File: config.mk
export PLATFORM = sky130hd
export DESIGN_NAME = mdu_seq
export DESIGN_NICKNAME = d
export VERILOG_FILES = /design/src/rtl/mips_pkg.sv /design/src/rtl/alu.sv /design/src/rtl/mdu_seq.sv
export SDC_FILE = /design/constraint.sdc
export NUM_CORES = 1
export LEC_CHECK = 0
export ABC_AREA = 1
export CAP_MARGIN = 20
export CELL_PAD_IN_SITES_DETAIL_PLACEMENT = 0
export CELL_PAD_IN_SITES_GLOBAL_PLACEMENT = 1
export CORE_UTILIZATION = 44
export DETAILED_ROUTE_END_ITERATION = 8
export PLACE_DENSITY = 0.9
export SKIP_LAST_GASP = 1
export SLEW_MARGIN = 5
export SYNTH_ARGS = -nofsm -noshare
export SYNTH_HDL_FRONTEND = slang
export SYNTH_SLANG_ARGS = --single-unit
File: constraint.sdc
create_clock -name clk -period 10.1 [get_ports clk]
set_input_delay 1.01 -clock clk [delete_from_list [all_inputs] [get_ports clk]]
set_output_delay 1.01 -clock clk [all_outputs]
set_load 0.005 [all_outputs]
File: src/rtl/mips_pkg.sv
// Shared execute-stage definitions: ALU control codes, MDU op encoding, sequencer states.
package mips_pkg;

   localparam logic [2:0] ALU_AND    = 3'b000;
   localparam logic [2:0] ALU_OR     = 3'b001;
   localparam logic [2:0] ALU_ADD    = 3'b010;
   localparam logic [2:0] ALU_SUB    = 3'b110;
   localparam logic [2:0] ALU_SET_LT = 3'b111;

   localparam logic MDU_MULTU = 1'b0;
   localparam logic MDU_DIVU  = 1'b1;

   typedef enum logic [1:0] {
      StIdle,
      StRun,
      StDone
   } state_e;

endpackage

File: src/rtl/alu.sv
// 32-bit execute-stage ALU: AND, OR, ADD, SUB and signed set-less-than.
module alu
   import mips_pkg::*;
(
   input  logic [2:0]  ctl_i,
   input  logic [31:0] data_1_i,
   input  logic [31:0] data_2_i,
   output logic [31:0] res_o
);

   // Select the operation result from the control code.
   always_comb begin
      res_o = '0;
      case (ctl_i)
         ALU_AND:    res_o = data_1_i & data_2_i;
         ALU_OR:     res_o = data_1_i | data_2_i;
         ALU_ADD:    res_o = data_1_i + data_2_i;
         ALU_SUB:    res_o = data_1_i - data_2_i;
         ALU_SET_LT: res_o = {31'b0, ($signed(data_1_i) < $signed(data_2_i))};
         default:    res_o = '0;
      endcase
   end

endmodule

File: src/rtl/mdu_seq.sv
// Multi-cycle unsigned MULTU/DIVU sequencer driving one shared ALU for 32 iterations.
module mdu_seq
   import mips_pkg::*;
(
   input  logic        clk,
   input  logic        rst_n,
   input  logic        start,
   input  logic        op,
   input  logic [31:0] src_a,
   input  logic [31:0] src_b,
   output logic        busy,
   output logic        done,
   output logic [31:0] hi,
   output logic [31:0] lo
);

   state_e      state_q, state_d;
   logic [4:0]  cnt_q, cnt_d;
   logic        op_q, op_d;
   logic [31:0] operand_q, operand_d;
   logic [31:0] whi_q, whi_d;
   logic [31:0] wlo_q, wlo_d;
   logic [31:0] hi_q, hi_d;
   logic [31:0] lo_q, lo_d;

   logic [2:0]  alu_ctl;
   logic [31:0] alu_d1, alu_d2, alu_res;
   logic [31:0] sh;
   logic        ge;
   logic        carry;
   logic [31:0] iter_hi, iter_lo;

   alu u_alu (
      .ctl_i    (alu_ctl),
      .data_1_i (alu_d1),
      .data_2_i (alu_d2),
      .res_o    (alu_res)
   );

   // Drive ALU operands: add-if-bit-set for multiply, trial subtract for divide.
   always_comb begin
      sh = {whi_q[30:0], wlo_q[31]};
      if (op_q == MDU_DIVU) begin
         alu_ctl = ALU_SUB;
         alu_d1  = sh;
         alu_d2  = operand_q;
      end else begin
         alu_ctl = ALU_ADD;
         alu_d1  = whi_q;
         alu_d2  = wlo_q[0] ? operand_q : 32'd0;
      end
   end

   // Form one iteration's next working values from the ALU result.
   always_comb begin
      // Addend is below 2^32, so a wrapped sum is always smaller than the old high word.
      carry = (alu_res < whi_q);
      // A set msb means the shifted remainder exceeds 32 bits and must exceed the divisor.
      ge    = whi_q[31] | (sh >= operand_q);
      if (op_q == MDU_DIVU) begin
         iter_hi = ge ? alu_res : sh;
         iter_lo = {wlo_q[30:0], ge};
      end else begin
         iter_hi = {carry, alu_res[31:1]};
         iter_lo = {alu_res[0], wlo_q[31:1]};
      end
   end

   // Next-state logic: accept in idle, iterate 32 times, publish result on the last one.
   always_comb begin
      state_d   = state_q;
      cnt_d     = cnt_q;
      op_d      = op_q;
      operand_d = operand_q;
      whi_d     = whi_q;
      wlo_d     = wlo_q;
      hi_d      = hi_q;
      lo_d      = lo_q;
      unique case (state_q)
         StIdle: begin
            if (start) begin
               state_d   = StRun;
               cnt_d     = 5'd0;
               op_d      = op;
               operand_d = src_b;
               whi_d     = 32'd0;
               wlo_d     = src_a;
            end
         end
         StRun: begin
            whi_d = iter_hi;
            wlo_d = iter_lo;
            cnt_d = cnt_q + 5'd1;
            if (cnt_q == 5'd31) begin
               state_d = StDone;
               hi_d    = iter_hi;
               lo_d    = iter_lo;
            end
         end
         StDone: begin
            state_d = StIdle;
         end
         default: begin
            state_d = StIdle;
         end
      endcase
   end

   // State and datapath registers with synchronous active-low reset.
   always_ff @(posedge clk) begin
      if (!rst_n) begin
         state_q   <= StIdle;
         cnt_q     <= 5'd0;
         op_q      <= MDU_MULTU;
         operand_q <= 32'd0;
         whi_q     <= 32'd0;
         wlo_q     <= 32'd0;
         hi_q      <= 32'd0;
         lo_q      <= 32'd0;
      end else begin
         state_q   <= state_d;
         cnt_q     <= cnt_d;
         op_q      <= op_d;
         operand_q <= operand_d;
         whi_q     <= whi_d;
         wlo_q     <= wlo_d;
         hi_q      <= hi_d;
         lo_q      <= lo_d;
      end
   end

   assign busy = (state_q != StIdle);
   assign done = (state_q == StDone);
   assign hi   = hi_q;
   assign lo   = lo_q;

endmodule
# Word-level counts from Yosys, hierarchy flattened

Cells that the tools add are included.

Bits in registers: 168
Bits of input ports: 68
Output and inout port bits: 66

Add/subtract/negate cells: 3
Order comparisons: 3
Equal/unequal tests: 9
Mux-type cells: 17
Bitwise operators: 3
Reductions and logical operators: 8

Operator list:

| kind                                                | count |
|---|---|
| 2-to-1 mux 32 bit                                   | 8 |
| case mux 32 bit (5 select lines)                    | 1 |
| case mux 32 bit (2 select lines)                    | 2 |
| < comparator 32 bit                                 | 2 |
| adder 32 bit                                        | 1 |
| AND 32 bit                                          | 1 |
| >= comparator 32 bit                                | 1 |
| OR 32 bit                                           | 1 |
| subtractor 32 bit                                   | 1 |
| case mux 5 bit (2 select lines)                     | 1 |
| AND reduction 2 bit                                 | 4 |
| equality test 3 bit, second input constant          | 2 |
| adder 5 x 1 -> 5 bit, second input constant         | 1 |
| equality test 5 bit, second input constant          | 1 |
| 2-to-1 mux 5 bit                                    | 1 |
| 2-to-1 mux 2 bit                                    | 2 |
| inequality test 2 bit, second input constant        | 2 |
| case mux 2 bit (2 select lines)                     | 1 |
| nonzero test 2 bit                                  | 2 |
| equality test 3 x 1 -> 1 bit, second input constant | 1 |
| equality test 3 x 2 -> 1 bit, second input constant | 1 |
| logical NOT 3 bit                                   | 1 |
| 2-to-1 mux 3 bit                                    | 1 |
| equality test 2 x 1 -> 1 bit, second input constant | 1 |
| other kinds (3)                                     | 3 |

# Depth between registers and ports, before layout

Word-level depth: 7
Gate-level depth with buffers: 41

# Hierarchy

Synthesis repeated with hierarchy kept, for this count alone.

Cell total of the unflattened synthesis: 2,646
Area, all modules: 16,641.0 µm²

By module, submodules not included:

| module  | times used | cells each | area an instance (µm²) |
|---|---|---|---|
| mdu_seq | 1          | 1,381      | 10,284.9 |
| alu     | 1          | 1,265      | 6,356.1 |

# Worst setup path before layout

Ideal clock, no wire load.

Path kind: register -> register
Start: reg op_q
End: reg hi_q[31] (netlist: hi[31])
Data arrival time: 4.155 ns
Slack: 5.831 ns
Stages on the path, launching flop included: 39
Path buffers: 2
Clock period less this slack: 4.269 ns
Path through: dfxtp_1 buf_6 inv_8 nand2_4 buf_2 nand2_1 ha_1 nand3_4 nor2_2 nand2_1 nor2_4 inv_2 nor2_4 nand2_2 nor2_2 nand2_2 o21ai_2 xor2_1 (+3 left out) a21oi_1 nand2_1 nand2_1 nand2_1 a21oi_1 inv_1 nand2_1 nand2_1 ha_1 nand2_1 nor2_1 nand4_1 nor4_1 nand2_1 nand2_1 nand2_1 o21bai_1 inv_1

Longest elaborated chain between the ends: 5
Elaborated cells between the ends (all ways): 17
Classes of those cells: add/sub (2); order compare (2); eq/ne (4); mux (6); bitwise (2); reduce/logical (1)

RTL lines:

| element                                                         | line                         | source |
|---|---|---|
| start, declared                                                 | mdu_seq.sv:19                | `logic op_q, op_d;` |
| start signal, assigned                                          | mdu_seq.sv:123               | `op_q <= op_d;` |
| 2-to-1 mux 32 bit / 2-to-1 mux 3 bit (equally long branches)    | mdu_seq.sv:43                | `if (op_q == MDU_DIVU) begin` |
| subtractor 32 bit, or another cell as far along                 | alu.sv:18                    | `ALU_SUB: res_o = data_1_i - data_2_i;` |
| case mux 32 bit (5 select lines)                                | alu.sv:14                    | `case (ctl_i)` |
| < comparator 32 bit / 2-to-1 mux 32 bit (equally long branches) | mdu_seq.sv:57, mdu_seq.sv:61 |  |
| 2-to-1 mux 32 bit (*)                                           | mdu_seq.sv:60                | `if (op_q == MDU_DIVU) begin` |
| end signal, assigned                                            | mdu_seq.sv:127               | `hi_q <= hi_d;` |
| end, declared                                                   | mdu_seq.sv:23                | `logic [31:0] hi_q, hi_d;` |

Every way passes the cells marked *; elsewhere a longest branch is shown, timed or not.
A chain may end at the register's enable or synchronous reset.

# Final worst setup path

Ends and elaborated chain as after synthesis.

==> impl_results.md <==
* Outcome: finished clean
* Grt ovf at 0
* Worst skew pair latency at 0.44 ns
* Slew @ Worst Pin at 0.922 ns
* Final worst path period need at 5.48 ns
* Min-Delay Path Class: reg2reg
* Worst EP required at 10.43 ns
* Yosys warning count at 0
* Vias in the first global route at 11800
* Detailed Place HPWL at 28.2 mm
* Maximum buffer depth of the clock tree at 2
* Power density over cell area at 216 nW/um2
* Root Buffer: clkbuf_16
* Resized Gates After CTS at 0
* Final wirelength at 38.3 mm
* DRC Markers at 0
* P_leak at 6.76 nW
* Crit Path Max Fanout at 117
* H-Tree Depth at 4
* Layout cell share with drive strength beyond 1 at 0.0445
* Finished Cell Area at 14100 um2
* GPL Wtd Cong at 0.962
* CTS tree: yes
* Standard-cell rows at 60
* Clk_skew at 0.0163 ns
* Tcrit/Tclk final at 0.543
* Avg Cell Area, Syn at 6.33 um2
* DR pass1 iterations at 6
* I/O Pins at 134
* Nets at 2152
* CTS Sinks at 168
* CTS Hold Bufs at 0
* M1 wire length at 17.5 mm
* Most frequent cell on the critical path: nand2_1
* CP top delay family: simple AND/OR/NAND/NOR gates
* Seq cells post-synth at 168
* Width of the die at 168 um
* Post-synth EDFFs at 0
* Global-route wire length before repair at 61.6 mm
* Remaining antenna violation count at 0
* Synth Net Count at 2073
* Area growth syn-to-layout at 17.3%
* Synth area leader: dfxtp_1
* Initial antenna violation count at 0
* Routed wire length per instance at 16.4 um
* CP endpoint kind: register
* Initial core utilization at 0.448
* Detailed-route via count at 12400
* Element type at the critical path start: register
* Unrepaired setup endpoints after global routing: no
* DR iter-0 viols at 858
* Final setup viols at 0
* Top layer in use: met4
* Most common cell after layout, fill and taps aside: nand2_1
* Cell variety after synth at 46
* Pins Over Slew Limit at 0
* Slew margin rel. at 0.385
* Syn Inst Count at 1906
* Main synth FF type: dfxtp_1
* WP buf/inv at 6
* # diodes at 0
* Most frequent cells in the layout: 477 x nand2_1, 247 x inv_1, 198 x a21oi_1
* Synth top area share at 0.279
* Async set-or-reset flop fraction in the synthesized netlist at 0
* Slowest stage cell, crit path: inv_8
* Fmax at 0.182 GHz
* Placed Area at 13600 um2
* MaxCap Viol Count at 0
* Postcts setup bufs at 0
* Endpoints failing hold at 0
* VDD IR max at 0.0992 mV
* Synth top area cells: dfxtp_1 28%, nand2_1 15%, ha_1 10%, a21oi_1 8.2%, o21ai_0 8.2%
* CTS clock-pin slew for the worst setup and hold paths at 0.08 ns
* Largest net degree at the start of global routing at 118
* TNS Setup at 0 ns
* Delay of the slowest critical-path stage at 0.45 ns
* Port bufs at 133
* Met2 Wirelength at 17.1 mm
* GRT Util Overall at 0.277
* Die area at 28100 um2
* Tot Pwr at 3.06 mW
* Register area share after synthesis at 0.279
* Met3 WL post-DR at 2.58 mm
* Critical Path AT at 5.82 ns
* Core area at 27000 um2
* Hold slack at 0.472 ns
* Critical path type: reg2reg
* Drt via density at 5.31
* Total CTS buffers at 17
* Die height at 168 um
* Synthesized area at 12100 um2
-- path summary, 6_finish.rpt --
path,startpoint,end,slack [ns],cells past startpoint
setup / recovery,op_q,hi[31],4.62,35
hold / removal,cnt_q[3],cnt_q[3],0.47,2
setup reg to reg,op_q,hi[31],4.62,35
hold reg to reg,cnt_q[3],cnt_q[3],0.47,2
-- synthesized netlist by cell type (3+ instances only) --
| cell type | count |
|---|---|
| nor2_1 | 152 |
| nor2_2 | 6 |
| clkbuf_1 | 63 |
| o21a_1 | 4 |
| inv_1 | 247 |
| o21ai_1 | 4 |
| or2_2 | 17 |
| buf_2 | 3 |
| buf_1 | 14 |
| a21oi_1 | 198 |
| o21bai_1 | 6 |
| buf_6 | 4 |
| nand2_1 | 478 |
| xnor2_1 | 15 |
| o21ai_0 | 197 |
| a21o_1 | 3 |
| dfxtp_1 | 168 |
| ha_1 | 98 |
| nor3_1 | 12 |
| xor2_1 | 28 |
| nand4_1 | 10 |
| o221ai_1 | 11 |
| nand2_2 | 6 |
| nand3_1 | 122 |
| nand2_4 | 3 |
| mux2i_1 | 9 |
-- metal layers --
metal | vias to the layer above | track usage
met1 | 5626 | 0.371
li1 | 6339 | -
met4 | 0 | 0.0949
met5 | - | 0
met2 | 408 | 0.450
met3 | 56 | 0.0461
-- metrics by stage --
step / util / cells / setup slack (ns)
2_1_floorplan: - / 1906 / 5.83
3_3_place_gp: 0.503 / 2307 / 4.80
3_5_place_dp: 0.503 / 2307 / 4.66
4_1_cts: 0.525 / 2339 / 4.64
5_1_grt: 0.525 / 2339 / 4.03
6_report: 0.525 / 2339 / 4.62
-- layout make-up --
class,instances,area [um2]
fillers,2758,12800
multi-input cells,1401,7410
flip-flops and latches,168,3360
repair buffers,144,1410
inverters,253,958
well taps,341,427
clock buffers,17,425
clock inverters,15,153
-- state kept, by name, indices dropped and copies added, names as in the netlist --
| signal | cells |
|---|---|
| whi_q | 32 |
| hi | 32 |
| wlo_q | 32 |
| lo | 32 |
| cnt_q | 5 |
| operand_q | 32 |
| state_q | 2 |
| op_q | 1 |
-- where the power goes --
| part | switching, mW | internal (mW) |
|---|---|---|
| Sequential | 0.0465 | 0.706 |
| Clock | 0.338 | 0.331 |
| Combinational | 1.07 | 0.570 |
-- logic make-up after synthesis --
family | Yosys count | synth area share
buf+inv | 337 | 0.108
fa+ha+maj | 99 | 0.103
flops | 168 | 0.279
simple gates | 820 | 0.285
xor+xnor | 43 | 0.0312
mux | 9 | 0.00747
compound gates | 430 | 0.186
-- worst reg2reg max path: cells and delay by family, from the launching register on --
kind | cells | cell delay (ns)
buffers and inverters | 6 | 1.08
adder cells (fa/ha/maj) | 2 | 0.61
AND/OR/NAND/NOR | 22 | 2.45
flip-flops | 1 | 0.35
XOR/XNOR | 1 | 0.17
AO/OA/AOI/OAI | 4 | 0.70
(Power assumes the default switching activity.)
